<file path="src/rtl/gen_mask_stream.sv">
// Streaming window-mask generator: one SEQ_WIDTH-bit word per beat, MSB-first.
// Optional GEN_MASK_SKIP_EN: start emission at the first word touched by the window.
module gen_mask_stream #(
    parameter int SEQ_WIDTH = 40,
    parameter int MAX_WORDS = 4,
    parameter int POS_W     = 8,
    parameter int WORD_W    = 2
) (
    input  logic                 clk,
    input  logic                 rst,
    input  logic                 i_valid,
    output logic                 o_ready,
    input  logic [POS_W-1:0]     i_start,
    input  logic [POS_W-1:0]     i_len,
    output logic                 o_valid,
    input  logic                 i_ready,
    output logic [SEQ_WIDTH-1:0] o_mask,
    output logic [WORD_W-1:0]    o_word,
    output logic                 o_last
);

    localparam int CAP = SEQ_WIDTH * MAX_WORDS;
    localparam int K_W = $clog2(SEQ_WIDTH + 1);
    localparam int E_W = POS_W + 1;

    typedef enum logic [0:0] {
        IDLE = 1'b0,
        EMIT = 1'b1
    } state_t;

    state_t            state_r;
    logic [E_W-1:0]    start_r;
    logic [E_W-1:0]    end_r;
    logic [E_W-1:0]    base_r;
    logic [WORD_W-1:0] last_word_r;

    logic [E_W-1:0]    start_ext_s;
    logic [E_W-1:0]    sum_s;
    logic [E_W-1:0]    end_s;
    logic [E_W-1:0]    end_m1_s;
    logic              empty_s;
    logic [WORD_W-1:0] last_s;
    logic [WORD_W-1:0] first_s;
    logic [E_W-1:0]    first_base_s;
    logic [E_W-1:0]    base_next_s;
    logic [WORD_W-1:0] word_next_s;

    // Position relative to the word base, clamped into [0, SEQ_WIDTH].
    function automatic logic [K_W-1:0] clamp_local(input logic [E_W-1:0] pos,
                                                   input logic [E_W-1:0] base);
        logic [E_W-1:0] d;
        d = pos - base;
        if (pos <= base) begin
            return '0;
        end else if (d >= E_W'(SEQ_WIDTH)) begin
            return K_W'(SEQ_WIDTH);
        end else begin
            return d[K_W-1:0];
        end
    endfunction

    function automatic logic [SEQ_WIDTH-1:0] word_mask(input logic [E_W-1:0] s,
                                                       input logic [E_W-1:0] e,
                                                       input logic [E_W-1:0] base);
        logic [K_W-1:0]       lo;
        logic [K_W-1:0]       hi;
        logic [SEQ_WIDTH-1:0] m;
        lo = clamp_local(s, base);
        hi = clamp_local(e, base);
        m  = '0;
        for (int k = 0; k < SEQ_WIDTH; k++) begin
            m[SEQ_WIDTH-1-k] = (K_W'(k) >= lo) && (K_W'(k) < hi);
        end
        return m;
    endfunction

    assign start_ext_s = {1'b0, i_start};
    assign sum_s       = start_ext_s + {1'b0, i_len};
    assign end_s       = (sum_s > E_W'(CAP)) ? E_W'(CAP) : sum_s;
    assign end_m1_s    = end_s - E_W'(1);
    assign empty_s     = (end_s <= start_ext_s);
    assign base_next_s = base_r + E_W'(SEQ_WIDTH);
    assign word_next_s = o_word + WORD_W'(1);
    assign o_ready     = (state_r == IDLE) && !rst;

    // Last and first word by threshold compare, so no divider is needed.
    always_comb begin
        last_s  = '0;
        first_s = '0;
        for (int w = 1; w < MAX_WORDS; w++) begin
            last_s = (end_m1_s >= E_W'(w * SEQ_WIDTH)) ? WORD_W'(w) : last_s;
`ifdef GEN_MASK_SKIP_EN
            first_s = (start_ext_s >= E_W'(w * SEQ_WIDTH)) ? WORD_W'(w) : first_s;
`endif
        end
        if (empty_s) begin
            last_s  = '0;
            first_s = '0;
        end else begin
            last_s  = last_s;
            first_s = first_s;
        end
        first_base_s = E_W'(first_s) * E_W'(SEQ_WIDTH);
    end

    // Request/beat FSM with registered beat outputs.
    always_ff @(posedge clk) begin
        if (rst) begin
            state_r     <= IDLE;
            start_r     <= '0;
            end_r       <= '0;
            base_r      <= '0;
            last_word_r <= '0;
            o_valid     <= 1'b0;
            o_mask      <= '0;
            o_word      <= '0;
            o_last      <= 1'b0;
        end else begin
            case (state_r)
                IDLE: begin
                    if (i_valid) begin
                        start_r     <= start_ext_s;
                        end_r       <= end_s;
                        last_word_r <= last_s;
                        base_r      <= first_base_s;
                        o_word      <= first_s;
                        o_mask      <= word_mask(start_ext_s, end_s, first_base_s);
                        o_last      <= (first_s == last_s);
                        o_valid     <= 1'b1;
                        state_r     <= EMIT;
                    end
                end
                EMIT: begin
                    if (i_ready) begin
                        if (o_word == last_word_r) begin
                            o_valid <= 1'b0;
                            state_r <= IDLE;
                        end else begin
                            o_word <= word_next_s;
                            base_r <= base_next_s;
                            o_mask <= word_mask(start_r, end_r, base_next_s);
                            o_last <= (word_next_s == last_word_r);
                        end
                    end
                end
                default: begin
                    state_r <= IDLE;
                    o_valid <= 1'b0;
                end
            endcase
        end
    end

endmodule

</file>
<file path="config.mk">
export PLATFORM = sky130hd
export DESIGN_NAME = gen_mask_stream
export DESIGN_NICKNAME = d
export VERILOG_FILES = /design/src/rtl/gen_mask_stream.sv
export SDC_FILE = /design/constraint.sdc
export NUM_CORES = 1
export LEC_CHECK = 0
export CORE_MARGIN = 5
export CORE_UTILIZATION = 47
export CTS_CLUSTER_DIAMETER = 120
export DETAILED_ROUTE_END_ITERATION = 12
export GPL_ROUTABILITY_DRIVEN = 1
export PLACE_DENSITY = 0.66
export SLEW_MARGIN = 20
export SYNTH_ARGS = -nofsm -noshare
export SYNTH_HDL_FRONTEND = slang
export SYNTH_SLANG_ARGS = --single-unit
</file>
<file path="constraint.sdc">
create_clock -name clk -period 7.2 [get_ports clk]
set_clock_uncertainty 0.2 [all_clocks]
set_input_delay 1.08 -clock clk [delete_from_list [all_inputs] [get_ports clk]]
set_output_delay 1.08 -clock clk [all_outputs]
set_load 0.01 [all_outputs]
</file>
==> metrics.txt, run 1 <==
CTS Sinks=70; post-CTS resize count=0; Yosys Warn Count=0; startpoint types=primary input; core region area=0.0131 sq mm; DR vias=7241; Seq/Total Area, Yosys=0.225; CP Data Arrival Time=5820 ps; CP top delay family=compound AO/OA/AOI/OAI gates; Initial Util=0.474; max-capacitance violation count=0; min-delay src=end_r[5]; H-tree Lvls=3; global placer's final weighted congestion=1.03; ANT cells=0; antenna viol nets, final=0; reg2reg path depth=11; measured slew at the worst slew-check pin=1070 ps; Hold WS=259 ps; initial antenna violation count=0; grt ovf=0; 1st-pass router iterations=6; Vias/cell=6.78; Clock transition at path regs=60 ps; Post-route DRC=0; Fill cells=1288; cell taking the most area after synthesis=dfxtp_1; final WL=24200 microns; Worst Path Required=7290 ps; top cells by area, synth=dfxtp_1 (22%), nor2_1 (7.0%), ha_1 (6.2%); Netlist cell types=83; cell mode on critical path=a21oi_1; WL/cell=22.6 microns; port buffer count=64; Worst IR Drop VDD=0.187 mV; Cell Chain, Critical Path=clkdlybuf4s50_1 > inv_1 > fa_1 > nand2b_1 > a21oi_1 > xor2_1 > o21a_1 > o31a_1 > nor2_1 > ha_1 > a21o_1 > a21o_1 > a21oi_1 > o21ai_0 > o211ai_1 > a21oi_1 > a31o_2; Worst Hold Path Cells=2; most common cell after layout, fill and taps aside=nor2_1; first-pass GRT wire length=37400 microns; Hold-fix buffers, CTS=0; Worst Path Buf+Inv=2; number of global-route vias before repair=6729; Root Driver=clkbuf_16; critical path depth=17; Longest Clk Path Bufs=2; PwrDens=190 mW/mm^2; Synth Flop Type=dfxtp_1; critical path class=in2reg; RSZ-0062 raised after global routing=false; DP HPWL=18800 microns; Avg Inst Size Synth=7.30 sq um; Final Hold Fails=0; Pleak=2.48 nW; hold crit path type=reg2reg; fin crit share=0.796; Post-CTS Setup Bufs=0; CP max-delay cell=clkdlybuf4s50_1; setup TNS=0 ps; Total Power=0.00137 W; overall global routing resource usage=0.299; io pins=65; commonest non-fill, non-tap cells in the layout=nor2_1 (115), nand2_1 (89), dfxtp_1 (70); CP peak stage delay=720 ps; Relative slew margins=0.282; post-synth top area share=0.225; crit path max fanout=12; fmax=174 MHz; number of synthesized flops with an enable pin=0; crit end category=register; layout cells sized above 1=0.0639; Num CTS Buffers=9; max-slew violations=0; Layout area overhead=16.1%; Core Rows=42; Die H=125 microns; Post-Syn Area=0.00623 sq mm; Async S/R FF share, synth=0; Die X=125 microns; CTS tree=done; flops & latches, synth=70; Tmin final=5730 ps; Gate Count Post-Synth=853; DR iter-0 viols=777; # setup viols final=0; Nets=940; Reg-to-Reg Start=base_r[3]; Clock Latency Late Sink=340 ps; status=finished, final reports clean; Die ar.=0.0157 sq mm; CP Launch Point=i_start[1]; largest net degree at the start of global routing=71
final cells by class:
class | count | area (sq um) | share of cell area
Multi-Input combinational cell | 717 | 4580 | 0.634
Sequential cell | 70 | 1400 | 0.194
Timing Repair Buffer | 71 | 688 | 0.0952
Clock buffer | 12 | 246 | 0.0341
Tap cell | 176 | 220 | 0.0305
Inverter | 19 | 71.3 | 0.00987
Clock inverter | 3 | 21.3 | 0.00294
state kept, by name (all words and copies together), names as in the netlist:
signal,count
o_mask,40
end_r,9
start_r,8
base_r,6
last_word_r,2
o_word,2
o_last,1
o_valid,1
state_r,1
power by group:
part	total (W)	switching (W)	internal (W)	leakage (nW)
clock	0.000408	0.000167	0.000241	0.129
combinational	0.000526	0.000339	0.000186	1.78
sequential	0.000441	0.0000241	0.000417	0.573
metrics by stage:
stage | cells | worst slack (ps) | instance area (sq um) | util
2_1_floorplan | 855 | 2270 | 6240 | -
3_3_place_gp | 1053 | 1390 | 6960 | 0.530
3_5_place_dp | 1053 | 1200 | 6960 | 0.530
4_1_cts | 1068 | 1550 | 7230 | 0.550
5_1_grt | 1068 | 1040 | 7230 | 0.550
6_report | 1068 | 1470 | 7230 | 0.550
logic make-up after synthesis:
family / synth area share
muxes: 0.00482
other: 0.00121
and+or+nand+nor: 0.286
AOI/OAI and AO/OA: 0.344
buffers and inverters: 0.0418
xor gates and xnor gates: 0.0325
adders and majority gates: 0.0655
DFF: 0.225
Yosys cell counts (19+ instances only):
cell type,instances
a21oi_1,60
a311oi_1,22
clkbuf_1,43
dfxtp_1,70
ha_1,31
nand2_1,90
nand3_1,29
nand4_1,19
nor2_1,116
nor3_1,34
o211ai_1,24
o21ai_0,37
path summary, 6_finish.rpt:
path | endpoint | slack (ps)
worst max register to register | o_mask[18] | 2700
worst max-delay path | last_word_r[1] | 1470
worst min register to register | end_r[5] | 260
worst min-delay path | end_r[5] | 260
routing by layer:
metal / GRT usage / up-vias / share of wire
li1: - / 3317 / -
met1: 0.395 / 3411 / 0.42
met2: 0.460 / 442 / 0.44
met3: 0.0623 / 71 / 0.086
met4: 0.154 / 0 / 0.052
met5: 0 / - / 0
tightest hold or removal path: cells and delay by family (launching register included):
| family | cells | cell delay [ps] |
|---|---|---|
| simple gates | 1 | 50 |
| compound gates | 1 | 50 |
| flops | 1 | 310 |
No activity file was read; power rests on OpenSTA's default activity.
==> run 2: changes to the inputs <==
--- a/config.mk
+++ b/config.mk
@@ -10,7 +10,7 @@
 export CTS_CLUSTER_DIAMETER = 120
 export DETAILED_ROUTE_END_ITERATION = 12
 export GPL_ROUTABILITY_DRIVEN = 1
-export PLACE_DENSITY = 0.66
+export PLACE_DENSITY = 0.69
 export SLEW_MARGIN = 20
 export SYNTH_ARGS = -nofsm -noshare
 export SYNTH_HDL_FRONTEND = slang
==> constraint.sdc (replaced) <==
create_clock -name clk -period 4.81 [get_ports clk]
set_clock_uncertainty 0.2 [all_clocks]
set_input_delay 0.7215 -clock clk [delete_from_list [all_inputs] [get_ports clk]]
set_output_delay 0.7215 -clock clk [all_outputs]
set_load 0.01 [all_outputs]
==> run 2 against run 1 <==
Non-clock buffer count up 32. Critical path depth up 2. Sequential share of layout area down 0.72 points. Routed wire length up 2.0%. Worst hold slack better by 0.96 ps. Register-to-register slack worse by 2400 ps. Sequential power up 50%. Via count up 1.6%. Critical endpoint is now last_word_r[0]. Clock power up 66%.
==> metrics.txt, run 2 (synthesis gave the netlist of run 1 again) <==
status=finished, final reports clean; Longest Clk Path Bufs=2 (unchanged); core region area=0.0131 sq mm (unchanged); most common cell after layout, fill and taps aside=nor2_1; Post-route DRC=0 (unchanged); CP Data Arrival Time=4690 ps (-1130 ps); Largest regs=o_mask (40), end_r (9), start_r (8); Worst Path Required=4900 ps (-2390 ps); WL/cell=22.4 microns (-1.1%); initial antenna violation count=0 (unchanged); PwrDens=289 mW/mm^2 (+52%); largest net degree at the start of global routing=65 (-8.5%); Fill cells=1294 (+0.47%); # setup viols final=0 (unchanged); Root Driver=clkbuf_16; port buffer count=64 (unchanged); Die X=125 microns (unchanged); Total Power=0.00217 W (+58%); Initial Util=0.474 (unchanged); DR vias=7354 (+1.6%); crit path max fanout=4 (-8); max-capacitance violation count=0 (unchanged); CTS Sinks=70 (unchanged); Die ar.=0.0157 sq mm (unchanged); grt ovf=0 (unchanged); 1st-pass router iterations=6 (unchanged); Pleak=2.64 nW (+6.5%); Nets=972 (+3.4%); Core Rows=42 (unchanged); Die H=125 microns (unchanged); number of global-route vias before repair=6916 (+2.8%); flip-flop and latch area=0.00140 sq mm (unchanged); Layout area overhead=20.6%; Relative slew margins=0.365 (+0.0831); first-pass GRT wire length=38100 microns (+2.0%); commonest non-fill, non-tap cells in the layout=nor2_1 (115), nand2_1 (89), dfxtp_1 (70); fin crit share=0.956; ANT cells=0 (unchanged); Final Hold Fails=0 (unchanged); Tmin final=4600 ps; fmax=217 MHz; Worst IR Drop VDD=0.269 mV (+44%); Clock Latency Late Sink=340 ps (about the same); hold crit path type=reg2reg; io pins=65 (unchanged); final WL=24700 microns (+2.0%); DP HPWL=19000 microns (+1.4%); H-tree Lvls=3 (unchanged); crit end category=register; max reg flops=40 (unchanged); Cell Count Post-Placement=1085 (+3.0%); startpoint types=primary input; multi-input logic area=0.00459 sq mm (+0.19%); Layout Cells excl Fill=1101 (+3.1%); CTS tree=done; layout cells sized above 1=0.101 (+0.0366); max-slew violations=0 (unchanged); largest register by flop count=o_mask; Clock transition at path regs=60 ps (about the same); global placer's final weighted congestion=0.981 (-5.1%); critical path class=in2reg; overall global routing resource usage=0.302 (+0.00341); DR iter-0 viols=906 (+17%); measured slew at the worst slew-check pin=947 ps (-122 ps); antenna viol nets, final=0 (unchanged); Num CTS Buffers=9 (unchanged); Vias/cell=6.68 (-1.5%)
## run 2: final timing paths
check                   from        endpoint  slack [ps]  cells after the start
setup reg to reg   base_r[3]      o_mask[18]         340                     11
setup / recovery    i_len[0]  last_word_r[0]         210                     19
hold reg to reg   start_r[5]      start_r[5]         260                      2
hold / removal    start_r[5]      start_r[5]         260                      2
## run 2: what timing repair did
action                     CTS  global route
resized for setup            0             2
setup endpoints to repair    0             3
buffers inserted             0             0
hold buffers                 0             0
## run 2: layer usage
layer,global-route usage,vias to the layer above,share of wire
met1,0.407,3459,0.42
met4,0.141,0,0.049
met2,0.475,432,0.45
li1,-,3393,-
met3,0.0490,70,0.081
met5,0,-,0
## run 2: power breakdown
part | internal, W | switching, W | leakage [nW]
clock | 0.000405 | 0.000271 | 0.136
combinational | 0.000313 | 0.000520 | 1.93
sequential | 0.000625 | 0.0000369 | 0.573
total | 0.00134 | 0.000828 | 2.64
## run 2: layout make-up
class / instances / area share
timing repair buffer: 103 / 0.124
clock buffer: 10 / 0.0305
sequential: 70 / 0.187
tap: 176 / 0.0293
multi-input combinational: 717 / 0.611
clock inverter: 6 / 0.00933
inverter: 19 / 0.00950
## run 2: through the flow
| step | instance area, sq um | util | hold WS (ps) | worst slack (ps) | TNS [ps] |
|---|---|---|---|---|---|
| global route | 7510 | 0.572 | 284 | -81.2 | -230 |
| finish | 7510 | 0.572 | 260 | 210 | 0 |
| detailed placement | 7200 | 0.548 | 255 | -104 | -309 |
| CTS | 7500 | 0.571 | 264 | 234 | 0 |
| floorplan | 6240 | - | 241 | 235 | 0 |
| global placement | 7200 | 0.548 | 253 | 123 | 0 |
## run 2: critical path: stages
cell             delay [ps]
clkdlybuf4s50_1         490
ha_1                    190
inv_1                    60
fa_1                    420
nand2b_1                230
a21oi_1                 240
xor2_1                  120
o21a_1                  240
o31a_1                  330
buf_4                   160
nor2_1                  140
ha_1                    180
a21o_1                  120
a21o_1                  120
a21oi_1                  70
o21ai_0                 240
o211ai_1                180
a21oi_2                 250
a31o_2                  180
==> run 3: changes to the inputs <==
--- a/config.mk
+++ b/config.mk
@@ -5,6 +5,7 @@
 export SDC_FILE = /design/constraint.sdc
 export NUM_CORES = 1
 export LEC_CHECK = 0
+export ABC_AREA = 1
 export CORE_MARGIN = 5
 export CORE_UTILIZATION = 47
 export CTS_CLUSTER_DIAMETER = 120
==> run 3 against run 2 <==
Combinational power increased by 3.0%. Sequential share of layout area shrank 0.10 points. Die area is 2.6% higher. Largest power group unchanged.
==> metrics.txt, run 3 <==
status=finished, final reports clean; CP Data Arrival Time=4270 ps (-420 ps); CP max-delay cell=clkdlybuf4s50_1; DR WL met3=1850 microns (-7.6%); post-synth top area share=0.219 (-0.00615); DR iter-0 viols=823 (-9.2%); Synth Flop Type=dfxtp_1; Core Rows=42 (unchanged); Root Driver=clkbuf_16; commonest non-fill, non-tap cells in the layout=nand2_1 (259), inv_1 (170), nand3_1 (126); Worst Hold Path Cells=2 (unchanged); Layout area overhead=17.9%; Final Hold Fails=0 (unchanged); first-pass GRT wire length=33900 microns (-11%); uppermost layer routed=met4; largest net degree at the start of global routing=47 (-28%); number of global-route vias before repair=6566 (-5.1%); measured slew at the worst slew-check pin=1080 ps (+133 ps); DP HPWL=15900 microns (-17%); fmax=238 MHz (+9.5%); Largest regs=o_mask (40), end_r (9), start_r (8); final WL=20700 microns (-16%); Worst Path Required=4880 ps (-20 ps); core region area=0.0133 sq mm (+1.2%); RSZ-0062 raised after global routing=false; critical path class=in2reg; Async S/R FF share, synth=0 (unchanged); Hold EP=end_r[8]; Reg-to-Reg Start=base_r[3]; Avg Inst Size Synth=5.87 sq um (-20%); worst setup slack after placement=301 ps (+406 ps); design area=0.00755 sq mm (+0.55%); # setup viols final=0 (unchanged); DR vias=7143 (-2.9%); count leader, synth=nand2_1; Relative slew margins=0.277 (-0.0875); largest register by flop count=o_mask; max-slew violations=0 (unchanged); Die H=127 microns (+1.3%); post-CTS resize count=0 (unchanged); Post-Syn Area=0.00640 sq mm (+2.8%); WL met2=8780 microns (-21%); min-delay src=end_r[8]; H-tree Lvls=3 (unchanged); flops & latches, synth=70 (unchanged); Post-CTS Setup Bufs=0 (unchanged); Longest Clk Path Bufs=2 (unchanged); cell taking the most area after synthesis=dfxtp_1; number of synthesized flops with an enable pin=0 (unchanged); reg2reg path depth=21 (+10); layout cells sized above 1=0.0797 (-0.0209); Post-route DRC=0 (unchanged); crit end category=register; Die ar.=0.0161 sq mm (+2.6%); Vias/cell=5.37 (-20%); Clock Latency Late Sink=340 ps (about the same); fin crit share=0.873 (-0.0832); Die X=127 microns (+1.3%); Netlist cell types=48 (-42%); top cells by area, synth=dfxtp_1 (22%), nand2_1 (15%), inv_1 (10%); crit path max fanout=9 (+5); CTS Sinks=70 (unchanged); Seq/Total Area, Yosys=0.219 (-0.00615); global placer's final weighted congestion=0.997 (+1.7%); Worst Path Buf+Inv=4 (+1); placed instance area=0.00723 sq mm (+0.50%); startpoint types=primary input; Yosys Warn Count=0 (unchanged); post-route setup slack=610 ps (+400 ps); r2r setup slk=910 ps (+570 ps); top cells by count, synth=nand2_1 (259), inv_1 (170), nand3_1 (126); Pleak=3.78 nW (+43%); Clock transition at path regs=60 ps (about the same); grt ovf=0 (unchanged); Tmin final=4200 ps (-400 ps); CTS tree=done; Num CTS Buffers=9 (unchanged); max reg flops=40 (unchanged); met1 wire length=9570 microns (-7.7%); Hold-fix buffers, CTS=0 (unchanged); most common cell after layout, fill and taps aside=nand2_1; CP peak stage delay=570 ps (+80 ps); port buffer count=64 (unchanged); io pins=65 (unchanged); cell mode on critical path=nand2_1; Initial Util=0.482 (+0.00755); antenna viol nets, final=0 (unchanged); Nets=1202 (+24%); PwrDens=298 mW/mm^2 (+3.0%); RR Endpoint=o_mask[34]; setup TNS=0 ps (unchanged); WL/cell=15.5 microns (-31%); CP top delay family=simple AND/OR/NAND/NOR gates; max-capacitance violation count=0 (unchanged); 1st-pass router iterations=6 (unchanged); initial antenna violation count=0 (unchanged); Worst IR Drop VDD=0.274 mV (+1.8%); hold crit path type=reg2reg; ANT cells=0 (unchanged); overall global routing resource usage=0.261 (-0.0408); Gate Count Post-Synth=1090 (+28%)
## run 3: logic make-up (layout without fill, tap and decap cells)
kind of cell,count (synthesis),count (layout),synth area share
AOI/OAI and AO/OA,185,185,0.160
xor gates and xnor gates,15,15,0.0217
adders and majority gates,32,32,0.0637
buffers and inverters,217,280,0.129
DFF,70,70,0.219
other,2,4,0.00117
and+or+nand+nor,569,569,0.406
## run 3: metal layers
layer | GRT usage | vias up
li1 | - | 3640
met1 | 0.374 | 3187
met4 | 0.0770 | 0
met2 | 0.393 | 277
met3 | 0.0567 | 39
met5 | 0 | -
## run 3: stage by stage
stage	util	total power, W	cells	hold slack [ps]
global placement	0.544	0.00152	1315	249
global route	0.568	0.00240	1331	273
finish	0.568	0.00225	1331	265
detailed placement	0.544	0.00152	1315	247
floorplan	-	0.00126	1092	229
CTS	0.568	0.00225	1331	258
## run 3: worst reg2reg max path, cell delays in order, from the launching register on
cell,delay (ps)
dfxtp_1,380
ha_1,250
o21ai_0,190
xor2_1,280
ha_1,350
nand2_1,110
nor2_1,60
nand2_1,60
nand3_1,80
nor2_1,110
nor2_1,80
nor2_4,200
nand3_1,110
nand2_2,190
nand2_1,300
nor2_1,370
inv_1,100
nand2_1,80
nand3_1,140
nand3_1,110
nand2_1,60
inv_1,40
## run 3: worst max-delay path by stage
stage	from	end	slack (ps)	cells past startpoint
global placement	i_start[0]	o_last	380	25
global route	i_start[0]	o_last	260	25
CTS	i_start[0]	o_last	630	25
detailed placement	i_start[0]	o_last	300	25
finish	i_start[0]	o_last	610	25
floorplan	i_start[0]	o_last	1180	24
## run 3: power by group
part	leakage (nW)	switching (W)	internal (W)
Combinational	3.05	0.000556	0.000301
Clock	0.152	0.000271	0.000453
Sequential	0.577	0.0000326	0.000634
## run 3: final cells by class
cell class	instances	area (sq um)
multi-input cells	805	4180
clock buffers	10	229
flip-flops and latches	70	1400
repair buffers	74	716
well taps	176	220
inverters	190	713
clock inverters	6	86.3
fillers	1393	5750
